## config.mk

```make
export PLATFORM = sky130hd
export DESIGN_NAME = action_cfg_axil
export DESIGN_NICKNAME = d
export VERILOG_FILES = /design/src/rtl/action_cfg_axil.sv
export SDC_FILE = /design/constraint.sdc
export NUM_CORES = 1
export LEC_CHECK = 0
export ABC_AREA = 1
export ABC_CLOCK_PERIOD_IN_PS = 2400
export BUFFER_PORTS_ARGS = -buffer_cell sky130_fd_sc_hd__buf_4
export CAP_MARGIN = 15
export CORE_MARGIN = 5
export CORE_UTILIZATION = 51
export CTS_CLUSTER_DIAMETER = 60
export DETAILED_ROUTE_END_ITERATION = 16
export GPL_TIMING_DRIVEN = 0
export PLACE_DENSITY = 0.8
export SYNTH_ARGS = -nofsm -noshare
export SYNTH_HDL_FRONTEND = slang
export SYNTH_SLANG_ARGS = --single-unit
```

## constraint.sdc

```tcl
create_clock -name clk -period 2.4 [get_ports clk]
set_clock_uncertainty 0.05 [all_clocks]
set_input_delay 0.24 -clock clk [delete_from_list [all_inputs] [get_ports clk]]
set_output_delay 0.24 -clock clk [all_outputs]
set_load 0.02 [all_outputs]
```

## src/rtl/action_cfg_axil.sv

```systemverilog
// rtl/action_cfg_axil.sv - AXI4-Lite slave bridging register accesses onto an action-table port
module action_cfg_axil #(
    parameter int TIMEOUT     = 16,
    parameter int NUM_ENTRIES = 1024
) (
    input  logic        clk,
    input  logic        rst_n,
    input  logic [15:0] s_awaddr,
    input  logic        s_awvalid,
    output logic        s_awready,
    input  logic [31:0] s_wdata,
    input  logic [3:0]  s_wstrb,
    input  logic        s_wvalid,
    output logic        s_wready,
    output logic [1:0]  s_bresp,
    output logic        s_bvalid,
    input  logic        s_bready,
    input  logic [15:0] s_araddr,
    input  logic        s_arvalid,
    output logic        s_arready,
    output logic [31:0] s_rdata,
    output logic [1:0]  s_rresp,
    output logic        s_rvalid,
    input  logic        s_rready,
    output logic        tbl_we,
    output logic [15:0] tbl_waddr,
    output logic [31:0] tbl_wdata,
    input  logic        tbl_wdone,
    output logic        tbl_re,
    output logic [9:0]  tbl_raddr,
    input  logic [31:0] tbl_rdata,
    input  logic        tbl_rvalid
);

    localparam int             CW       = $clog2(TIMEOUT + 1);
    localparam logic [CW-1:0]  CNT_MAX  = CW'(TIMEOUT);
    localparam logic [CW-1:0]  CNT_LAST = CW'(TIMEOUT - 1);
    localparam logic [1:0]     RESP_OKAY   = 2'b00;
    localparam logic [1:0]     RESP_SLVERR = 2'b10;
    localparam logic [1:0]     RESP_DECERR = 2'b11;

    typedef enum logic [1:0] {W_IDLE, W_EXEC, W_WAIT, W_RESP} wstate_t;
    typedef enum logic [1:0] {R_IDLE, R_WAIT, R_RESP} rstate_t;

    function automatic logic out_of_range(input logic [15:2] a);
        return (a[15:12] != 4'h0) || (32'(a[11:2]) >= 32'(NUM_ENTRIES));
    endfunction

    // Byte-lane bits never select anything; entries are word aligned.
    logic unused_addr_bits;
    assign unused_addr_bits = ^{s_awaddr[1:0], s_araddr[1:0]};

    logic          rst_done_q;
    wstate_t       wstate_q, wstate_d;
    rstate_t       rstate_q, rstate_d;
    logic          aw_got_q, aw_got_d, w_got_q, w_got_d;
    logic [15:2]   awaddr_q, awaddr_d;
    logic [31:0]   wdata_q, wdata_d;
    logic [3:0]    wstrb_q, wstrb_d;
    logic [1:0]    bresp_q, bresp_d;
    logic [15:0]   tbl_waddr_q, tbl_waddr_d;
    logic [31:0]   tbl_wdata_q, tbl_wdata_d;
    logic [CW-1:0] wcnt_q, wcnt_d;
    logic [1:0]    rresp_q, rresp_d;
    logic [31:0]   rdata_q, rdata_d;
    logic          tbl_re_q, tbl_re_d;
    logic [9:0]    tbl_raddr_q, tbl_raddr_d;
    logic [CW-1:0] rcnt_q, rcnt_d;

    logic awready_w, wready_w, arready_w, aw_fire, w_fire, ar_fire;

    // Readies stay low until the first clock edge after reset release.
    assign awready_w = rst_done_q && (wstate_q == W_IDLE) && !aw_got_q;
    assign wready_w  = rst_done_q && (wstate_q == W_IDLE) && !w_got_q;
    assign arready_w = rst_done_q && (rstate_q == R_IDLE);
    assign aw_fire   = s_awvalid && awready_w;
    assign w_fire    = s_wvalid && wready_w;
    assign ar_fire   = s_arvalid && arready_w;

    always_comb begin
        wstate_d    = wstate_q;
        aw_got_d    = aw_got_q;
        w_got_d     = w_got_q;
        awaddr_d    = awaddr_q;
        wdata_d     = wdata_q;
        wstrb_d     = wstrb_q;
        bresp_d     = bresp_q;
        tbl_waddr_d = tbl_waddr_q;
        tbl_wdata_d = tbl_wdata_q;
        wcnt_d      = (wcnt_q == CNT_MAX) ? wcnt_q : wcnt_q + 1'b1;
        case (wstate_q)
            W_IDLE: begin
                if (aw_fire) begin
                    aw_got_d = 1'b1;
                    awaddr_d = s_awaddr[15:2];
                end
                if (w_fire) begin
                    w_got_d = 1'b1;
                    wdata_d = s_wdata;
                    wstrb_d = s_wstrb;
                end
                if (aw_got_d && w_got_d) begin
                    aw_got_d = 1'b0;
                    w_got_d  = 1'b0;
                    if (out_of_range(awaddr_d)) begin
                        bresp_d  = RESP_DECERR;
                        wstate_d = W_RESP;
                    end else if (wstrb_d != 4'hF) begin
                        bresp_d  = RESP_SLVERR;
                        wstate_d = W_RESP;
                    end else begin
                        tbl_waddr_d = {6'b0, awaddr_d[11:2]};
                        tbl_wdata_d = wdata_d;
                        wstate_d    = W_EXEC;
                    end
                end
            end
            W_EXEC: begin
                wcnt_d   = '0;
                wstate_d = W_WAIT;
            end
            W_WAIT: begin
                if (tbl_wdone) begin
                    bresp_d  = RESP_OKAY;
                    wstate_d = W_RESP;
                end else if (wcnt_q == CNT_LAST) begin
                    bresp_d  = RESP_SLVERR;
                    wstate_d = W_RESP;
                end
            end
            W_RESP: begin
                if (s_bready) wstate_d = W_IDLE;
            end
            default: wstate_d = W_IDLE;
        endcase
    end

    always_comb begin
        rstate_d    = rstate_q;
        rresp_d     = rresp_q;
        rdata_d     = rdata_q;
        tbl_raddr_d = tbl_raddr_q;
        tbl_re_d    = 1'b0;
        rcnt_d      = (rcnt_q == CNT_MAX) ? rcnt_q : rcnt_q + 1'b1;
        case (rstate_q)
            R_IDLE: begin
                if (ar_fire) begin
                    if (out_of_range(s_araddr[15:2])) begin
                        rresp_d  = RESP_DECERR;
                        rdata_d  = '0;
                        rstate_d = R_RESP;
                    end else begin
                        tbl_re_d    = 1'b1;
                        tbl_raddr_d = s_araddr[11:2];
                        rcnt_d      = '0;
                        rstate_d    = R_WAIT;
                    end
                end
            end
            R_WAIT: begin
                if (tbl_rvalid) begin
                    rdata_d  = tbl_rdata;
                    rresp_d  = RESP_OKAY;
                    rstate_d = R_RESP;
                end else if (rcnt_q == CNT_LAST) begin
                    rdata_d  = '0;
                    rresp_d  = RESP_SLVERR;
                    rstate_d = R_RESP;
                end
            end
            R_RESP: begin
                if (s_rready) rstate_d = R_IDLE;
            end
            default: rstate_d = R_IDLE;
        endcase
    end

    always_ff @(posedge clk or negedge rst_n) begin
        if (!rst_n) begin
            rst_done_q  <= 1'b0;
            wstate_q    <= W_IDLE;
            rstate_q    <= R_IDLE;
            aw_got_q    <= 1'b0;
            w_got_q     <= 1'b0;
            awaddr_q    <= '0;
            wdata_q     <= '0;
            wstrb_q     <= '0;
            bresp_q     <= '0;
            tbl_waddr_q <= '0;
            tbl_wdata_q <= '0;
            wcnt_q      <= '0;
            rresp_q     <= '0;
            rdata_q     <= '0;
            tbl_re_q    <= 1'b0;
            tbl_raddr_q <= '0;
            rcnt_q      <= '0;
        end else begin
            rst_done_q  <= 1'b1;
            wstate_q    <= wstate_d;
            rstate_q    <= rstate_d;
            aw_got_q    <= aw_got_d;
            w_got_q     <= w_got_d;
            awaddr_q    <= awaddr_d;
            wdata_q     <= wdata_d;
            wstrb_q     <= wstrb_d;
            bresp_q     <= bresp_d;
            tbl_waddr_q <= tbl_waddr_d;
            tbl_wdata_q <= tbl_wdata_d;
            wcnt_q      <= wcnt_d;
            rresp_q     <= rresp_d;
            rdata_q     <= rdata_d;
            tbl_re_q    <= tbl_re_d;
            tbl_raddr_q <= tbl_raddr_d;
            rcnt_q      <= rcnt_d;
        end
    end

    assign s_awready = awready_w;
    assign s_wready  = wready_w;
    assign s_arready = arready_w;
    assign s_bvalid  = (wstate_q == W_RESP);
    assign s_bresp   = bresp_q;
    assign s_rvalid  = (rstate_q == R_RESP);
    assign s_rresp   = rresp_q;
    assign s_rdata   = rdata_q;
    assign tbl_we    = (wstate_q == W_EXEC);
    assign tbl_waddr = tbl_waddr_q;
    assign tbl_wdata = tbl_wdata_q;
    assign tbl_re    = tbl_re_q;
    assign tbl_raddr = tbl_raddr_q;

endmodule

```

# [Yosys cells after proc, flatten, opt, wreduce, memory -nomap -nowiden]
# Cells that the tools add are included.
[classes] reduce_logical=22 n_bitwise=3 eq_ne=19 n_mux=48 add_sub_neg=2
[ops] operator="2-to-1 mux 32 bit" n=5
[ops] operator="case mux 32 bit (2 select lines)" n=1
[ops] operator="2-to-1 mux 2 bit" n=19
[ops] operator="2-to-1 mux 5 bit" n=6
[ops] operator="2-to-1 mux 14 bit" n=2
[ops] operator="AND reduction 4 bit" n=3
[ops] operator="adder 5 x 1 -> 5 bit (second input constant)" n=2
[ops] operator="== test 5 x 4 -> 1 bit (second input constant)" n=2
[ops] operator="== test 5 bit (second input constant)" n=2
[ops] operator="2-to-1 mux 1 bit" n=9
[ops] operator="AND reduction 3 bit" n=3
[ops] operator="logical AND 1 bit" n=8
[ops] operator="2-to-1 mux 4 bit" n=2
[ops] operator="!= test 2 x 1 -> 1 bit (second input constant)" n=4
[ops] operator="case mux 2 bit (2 select lines)" n=2
[ops] operator="case mux 2 bit (4 select lines)" n=1
[ops] operator="nonzero test 4 bit" n=2
[ops] operator="== test 2 bit (second input constant)" n=3
[ops] operator="!= test 3 bit (second input constant)" n=2
[ops] operator="case mux 2 bit (3 select lines)" n=1
[ops] operator="== test 2 x 1 -> 1 bit (second input constant)" n=2
[ops] operator="logical NOT 2 bit" n=2
[ops] operator="!= test 2 bit (second input constant)" n=2
[ops] operator="!= test 4 bit (second input constant)" n=1
[ops] operator="other kinds (4)" n=8
[totals] in_bits=109 output_inout_bits=101 ff_bits=156 wordCells=111

# [Longest topological paths before layout]
[depth] ltp_word=11 ltp_mapped=15 ltp_nobuf=13

# [Worst setup path before layout]
# OpenSTA, ideal clock, no wires.
[synth_path] kind="reg2reg" startpoint="reg wstate_q[0]" endpoint="reg tbl_waddr_q[1] (netlist: tbl_waddr[1])" arrival_time_ns=1.902 required_ns=2.232 setup_time_ns=0.118 synth_period_minus_slack_ns=2.070 path_buffers=3 path_slack_ns=0.330 path_stages_with_launch=15 cell_sequence="dfrtp_1 inv_1 ha_1 buf_6 nand2_4 nor2_4 nand3_1 nand2_1 nand2_1 nor2_4 nand3_2 buf_6 buf_6 nand2_1 o21ai_2"
[synth_between] elab_chain_len=9 word_cells_on_any_way=20 classes_between="eq/ne (1); mux (8); bitwise (2); reduce/logical (9)"
[synth_rtl] element="start, declared" line="54" text="wstate_t wstate_q, wstate_d;"
[synth_rtl] element="start signal, assigned" line="199" text="wstate_q <= wstate_d;"
[synth_rtl] element="logical NOT 2 bit (*)" line="73" text="assign awready_w = rst_done_q && (wstate_q == W_IDLE) && !aw_got_q;"
[synth_rtl] element="logical AND 1 bit (*) (2 in a row)" line="73"
[synth_rtl] element="via s_awready" line="10" text="output logic s_awready,"
[synth_rtl] element="logical AND 1 bit (*)" line="76" text="assign aw_fire = s_awvalid && awready_w;"
[synth_rtl] element="2-to-1 mux 14 bit" line="93" text="if (aw_fire) begin"
[synth_rtl] element="2-to-1 mux 14 bit" line="91" text="case (wstate_q)"
[synth_rtl] element="nonzero test 4 bit" line="46" text="return (a[15:12] != 4'h0) || (32'(a[11:2]) >= 32'(NUM_ENTRIES));"
[synth_rtl] element="NOT 1 bit (no line)"
[synth_rtl] element="AND reduction 4 bit (no line)"
[synth_rtl] element="end signal, assigned" line="207" text="tbl_waddr_q <= tbl_waddr_d;"
[synth_rtl] element="end, declared" line="61" text="logic [15:0] tbl_waddr_q, tbl_waddr_d;"
# Mark *: on every way through the listed nets, which the timed path passes. The rest lies on a longest branch. The select of a mux whose other input is x is not followed.
# A chain may end at the register's enable or synchronous reset.

# [Worst setup path in the final report]
[layout_path] startpoint="reg wstate_q[1]" endpoint="reg tbl_wdata_q[24] (netlist: tbl_wdata[24])"
[layout_between] elab_chain_len=9 word_cells_on_any_way=21 classes_between="eq/ne (1); mux (9); bitwise (2); reduce/logical (9)"
[layout_rtl] element="logical NOT 2 bit (*)" line="73, 74, 91"
[layout_rtl] element="logical AND 1 bit" line="73, 74"
[layout_rtl] element="logical AND 1 bit, on equally long branches" line="74, 73"
[layout_rtl] element="logical AND 1 bit, on equally long branches" line="77, 76"
[layout_rtl] element="2-to-1 mux 4 bit / 2-to-1 mux 14 bit (equally long branches)" line="97, 93"
[layout_rtl] element="2-to-1 mux 4 bit / 2-to-1 mux 14 bit (equally long branches)" line="91"
[layout_rtl] element="!= test 4 bit / nonzero test 4 bit (equally long branches)" line="108, 46"
[layout_rtl] element="NOT 1 bit (no line)"
[layout_rtl] element="AND reduction 4 bit (no line)"
[layout_rtl] element="end signal, assigned" line="208" text="tbl_wdata_q <= tbl_wdata_d;"
[layout_rtl] element="end, declared" line="62" text="logic [31:0] tbl_wdata_q, tbl_wdata_d;"
# Every way passes the cells marked *; elsewhere a longest branch is shown, timed or not. The select of a mux whose other input is x is not followed.

==> metrics.txt <==
synth warn 0; Yosys cell types 32; min-delay src s_wstrb[2]; Placer Congestion 0.782; static leakage 0.00513 uW; Yosys top cell by area dfrtp_1; vias in the first global route 5831; Clock Path Buffers 2; Die Area 15000 sq um; # diodes 0; cell at the slowest stage of the critical path dfrtp_1; CP Capture Type flop; largest net degree at the start of global routing 85; number of flops mapped to enable cells by yosys 0; H-tree depth 4; Ports 210; HP Class in2reg; ys async rst share 100%; critical path peak fanout 10; Critical Path, Cell by Cell inv_2 -> ha_1 -> buf_6 -> nand2_4 -> nor2_4 -> nand3b_1 -> nand2_1 -> nand2_1 -> nor2_4 -> nand3_4 -> buf_6 -> buf_6 -> nand2_1 -> o21ai_2; Finished Core Util 75.5%; Synth Flop Type dfrtp_1; Worst-path clk slew 0.06 ns; Hold Fails Final Rpt 0; IO buf count 199; post-route cell area 9450 sq um; PwrDens 894 nW/um^2; WHS Endpoint wstrb_q[2]$_DFFE_PN0N_; worst path bufs/invs 4; residual DRC count 0; Synth Register Bits 156; Rows 41; drt via density 4.83; nets 1082; CTS tree yes; synth top area cells dfrtp_1, nand2_1, inv_1; Setup violations, final 0; GRT Util Overall 24.3%; Sink Count 156; post-route ant nets 0; Hold Crit Depth 3; mean routed wirelength per cell 15.6 microns; chip width 123 microns; gr ovfl total 0; top cell type's share of synthesized area 60.5%; cts bufs inserted 17; Max IR drop VDD 0.836 mV; worst r2r src wstate_q[1]$_DFFE_PN0P_; fin. max-slew vios 0; crit path kind reg2reg; total power 8450 uW; Fmax 0.441 GHz; Root Buffer Master clkbuf_16; largest stage delay on the critical path 0.42 ns; Slew @ Worst Pin 0.673 ns; R2R Setup Slk 0.13 ns; Required @ worst endpoint 2.66 ns; relative slew slack 55.1%; initial antenna violation count 0; Mapped Cells 671; Iter 0 DRT Violations 467; Die H 123 microns; Initial Util 51.6%; worst-skew pair later-pin latency 0.42 ns; critical path arrival 2.52 ns; Reg2Reg Depth 14; TritonRoute pass-1 iters 5; mapped cell area 6460 sq um; synth-to-layout area growth 46.4%; vias 5544; period utilization 94.4%; layout cells sized above 1 28.9%; critical path launch point type flop; fin crit period 2.27 ns; Avg Cell Area, Syn 9.62 sq um; core area 12500 sq um; status complete, no violations; area post-placement 8220 sq um; global-route wire length before repair 28100 microns; commonest non-fill, non-tap cells in the layout nand2_1, buf_4, dfrtp_1, inv_1, dlygate4sd3_1; Crit path max-delay family simple AND/OR/NAND/NOR gates; Reg-to-Reg End tbl_wdata[24]$_DFFE_PN0P_; final WL 17900 microns; most common cell after layout, fill and taps aside nand2_1; HPWL after detailed placement 11100 microns; MaxCap Viol Count 0; Seq/Total Area, Yosys 60.5%
==> state kept, by name, indices dropped and copies added (netlist names) <==
register / cells
wdata_q: 32
tbl_raddr: 10
wcnt_q: 5
tbl_re: 1
aw_got_q: 1
tbl_wdata: 32
wstate_q: 2
rcnt_q: 5
w_got_q: 1
s_bresp: 2
s_rdata: 32
wstrb_q: 4
s_rresp: 2
rst_done_q: 1
awaddr_q: 14
rstate_q: 2
tbl_waddr: 10
==> where the power goes <==
| group | switching [uW] | leakage, uW | internal [uW] |
|---|---|---|---|
| combinational | 1500 | 0.00280 | 944 |
| sequential | 262 | 0.00206 | 3240 |
| clock | 1010 | 0.000275 | 1500 |
==> worst min-delay path, stage by stage <==
cell and delay [ns]:
buf_4 0.08, nand3_1 0.06, nand2_1 0.08
==> synthesized netlist by cell type, drive strengths merged, types with 4 or more instances <==
library cell and n:
nand2 216, dfrtp 156, inv 96, o21ai 65
a22o 32, nor2 23, buf 20, nand3 13
clkbuf 12, ha 11, a21oi 8, nor3 4
==> per-stage QoR <==
step                hold slack [ns]  worst slack [ns]  setup TNS, ns  std cells
finish                       0.0360             0.135              0       1147
global route                0.00931           -0.0156         -0.105       1147
CTS                         0.00378             0.100              0       1145
detailed placement            0.260            0.0315              0       1048
global placement              0.373            0.0865              0       1047
floorplan                    -0.106             0.330              0        676
==> cell families (layout without fill, tap and decap cells) <==
group / count (synthesis) / count (layout) / share of synthesized area (%)
AO/OA/AOI/OAI: 109 / 109 / 11.7
XOR/XNOR: 1 / 1 / 0.136
adder cells (fa/ha/maj): 11 / 11 / 2.13
buffers and inverters: 129 / 428 / 8.89
flip-flops: 156 / 156 / 60.5
other: 2 / 7 / 0.116
AND/OR/NAND/NOR: 263 / 263 / 16.6
==> routing by layer <==
metal | routed length, microns | global-route usage [%]
met4 | 599 | 11.5
met2 | 9400 | 42.0
met1 | 6950 | 28.3
met5 | 0 | 0
met3 | 953 | 6.18
==> area by class of cell <==
class,instances,area [sq um]
sequential,156,3900
buffer,32,213
multi-input combinational,391,2020
fill,891,3060
tap,172,215
inverter,97,364
clock buffer,25,485
timing repair buffer,267,2190
clock inverter,7,63.8
==> how the worst max path moves through the flow <==
stage	endpoint	start	slack, ns	cells after the start
2_1_floorplan	tbl_waddr[1]$_DFFE_PN0P_	wstate_q[0]$_DFFE_PN0P_	0.33	14
3_3_place_gp	tbl_wdata[12]$_DFFE_PN0P_	wstate_q[0]$_DFFE_PN0P_	0.09	13
3_5_place_dp	tbl_wdata[16]$_DFFE_PN0P_	wstate_q[0]$_DFFE_PN0P_	0.03	13
4_1_cts	tbl_wdata[17]$_DFFE_PN0P_	wstate_q[0]$_DFFE_PN0P_	0.10	14
5_1_grt	tbl_wdata[5]$_DFFE_PN0P_	wstate_q[0]$_DFFE_PN0P_	-0.02	14
6_report	tbl_wdata[24]$_DFFE_PN0P_	wstate_q[1]$_DFFE_PN0P_	0.13	14
==> what timing repair did <==
item,4_1_cts,5_1_grt
resized for setup,1,8
endpoints found under the hold margin,136,0
hold buffers,65,0
pin swaps,0,2
gates cloned,0,0
setup endpoints to repair,10,48
setup buffers,0,2
Note: power is estimated with default switching activity, not from simulation.
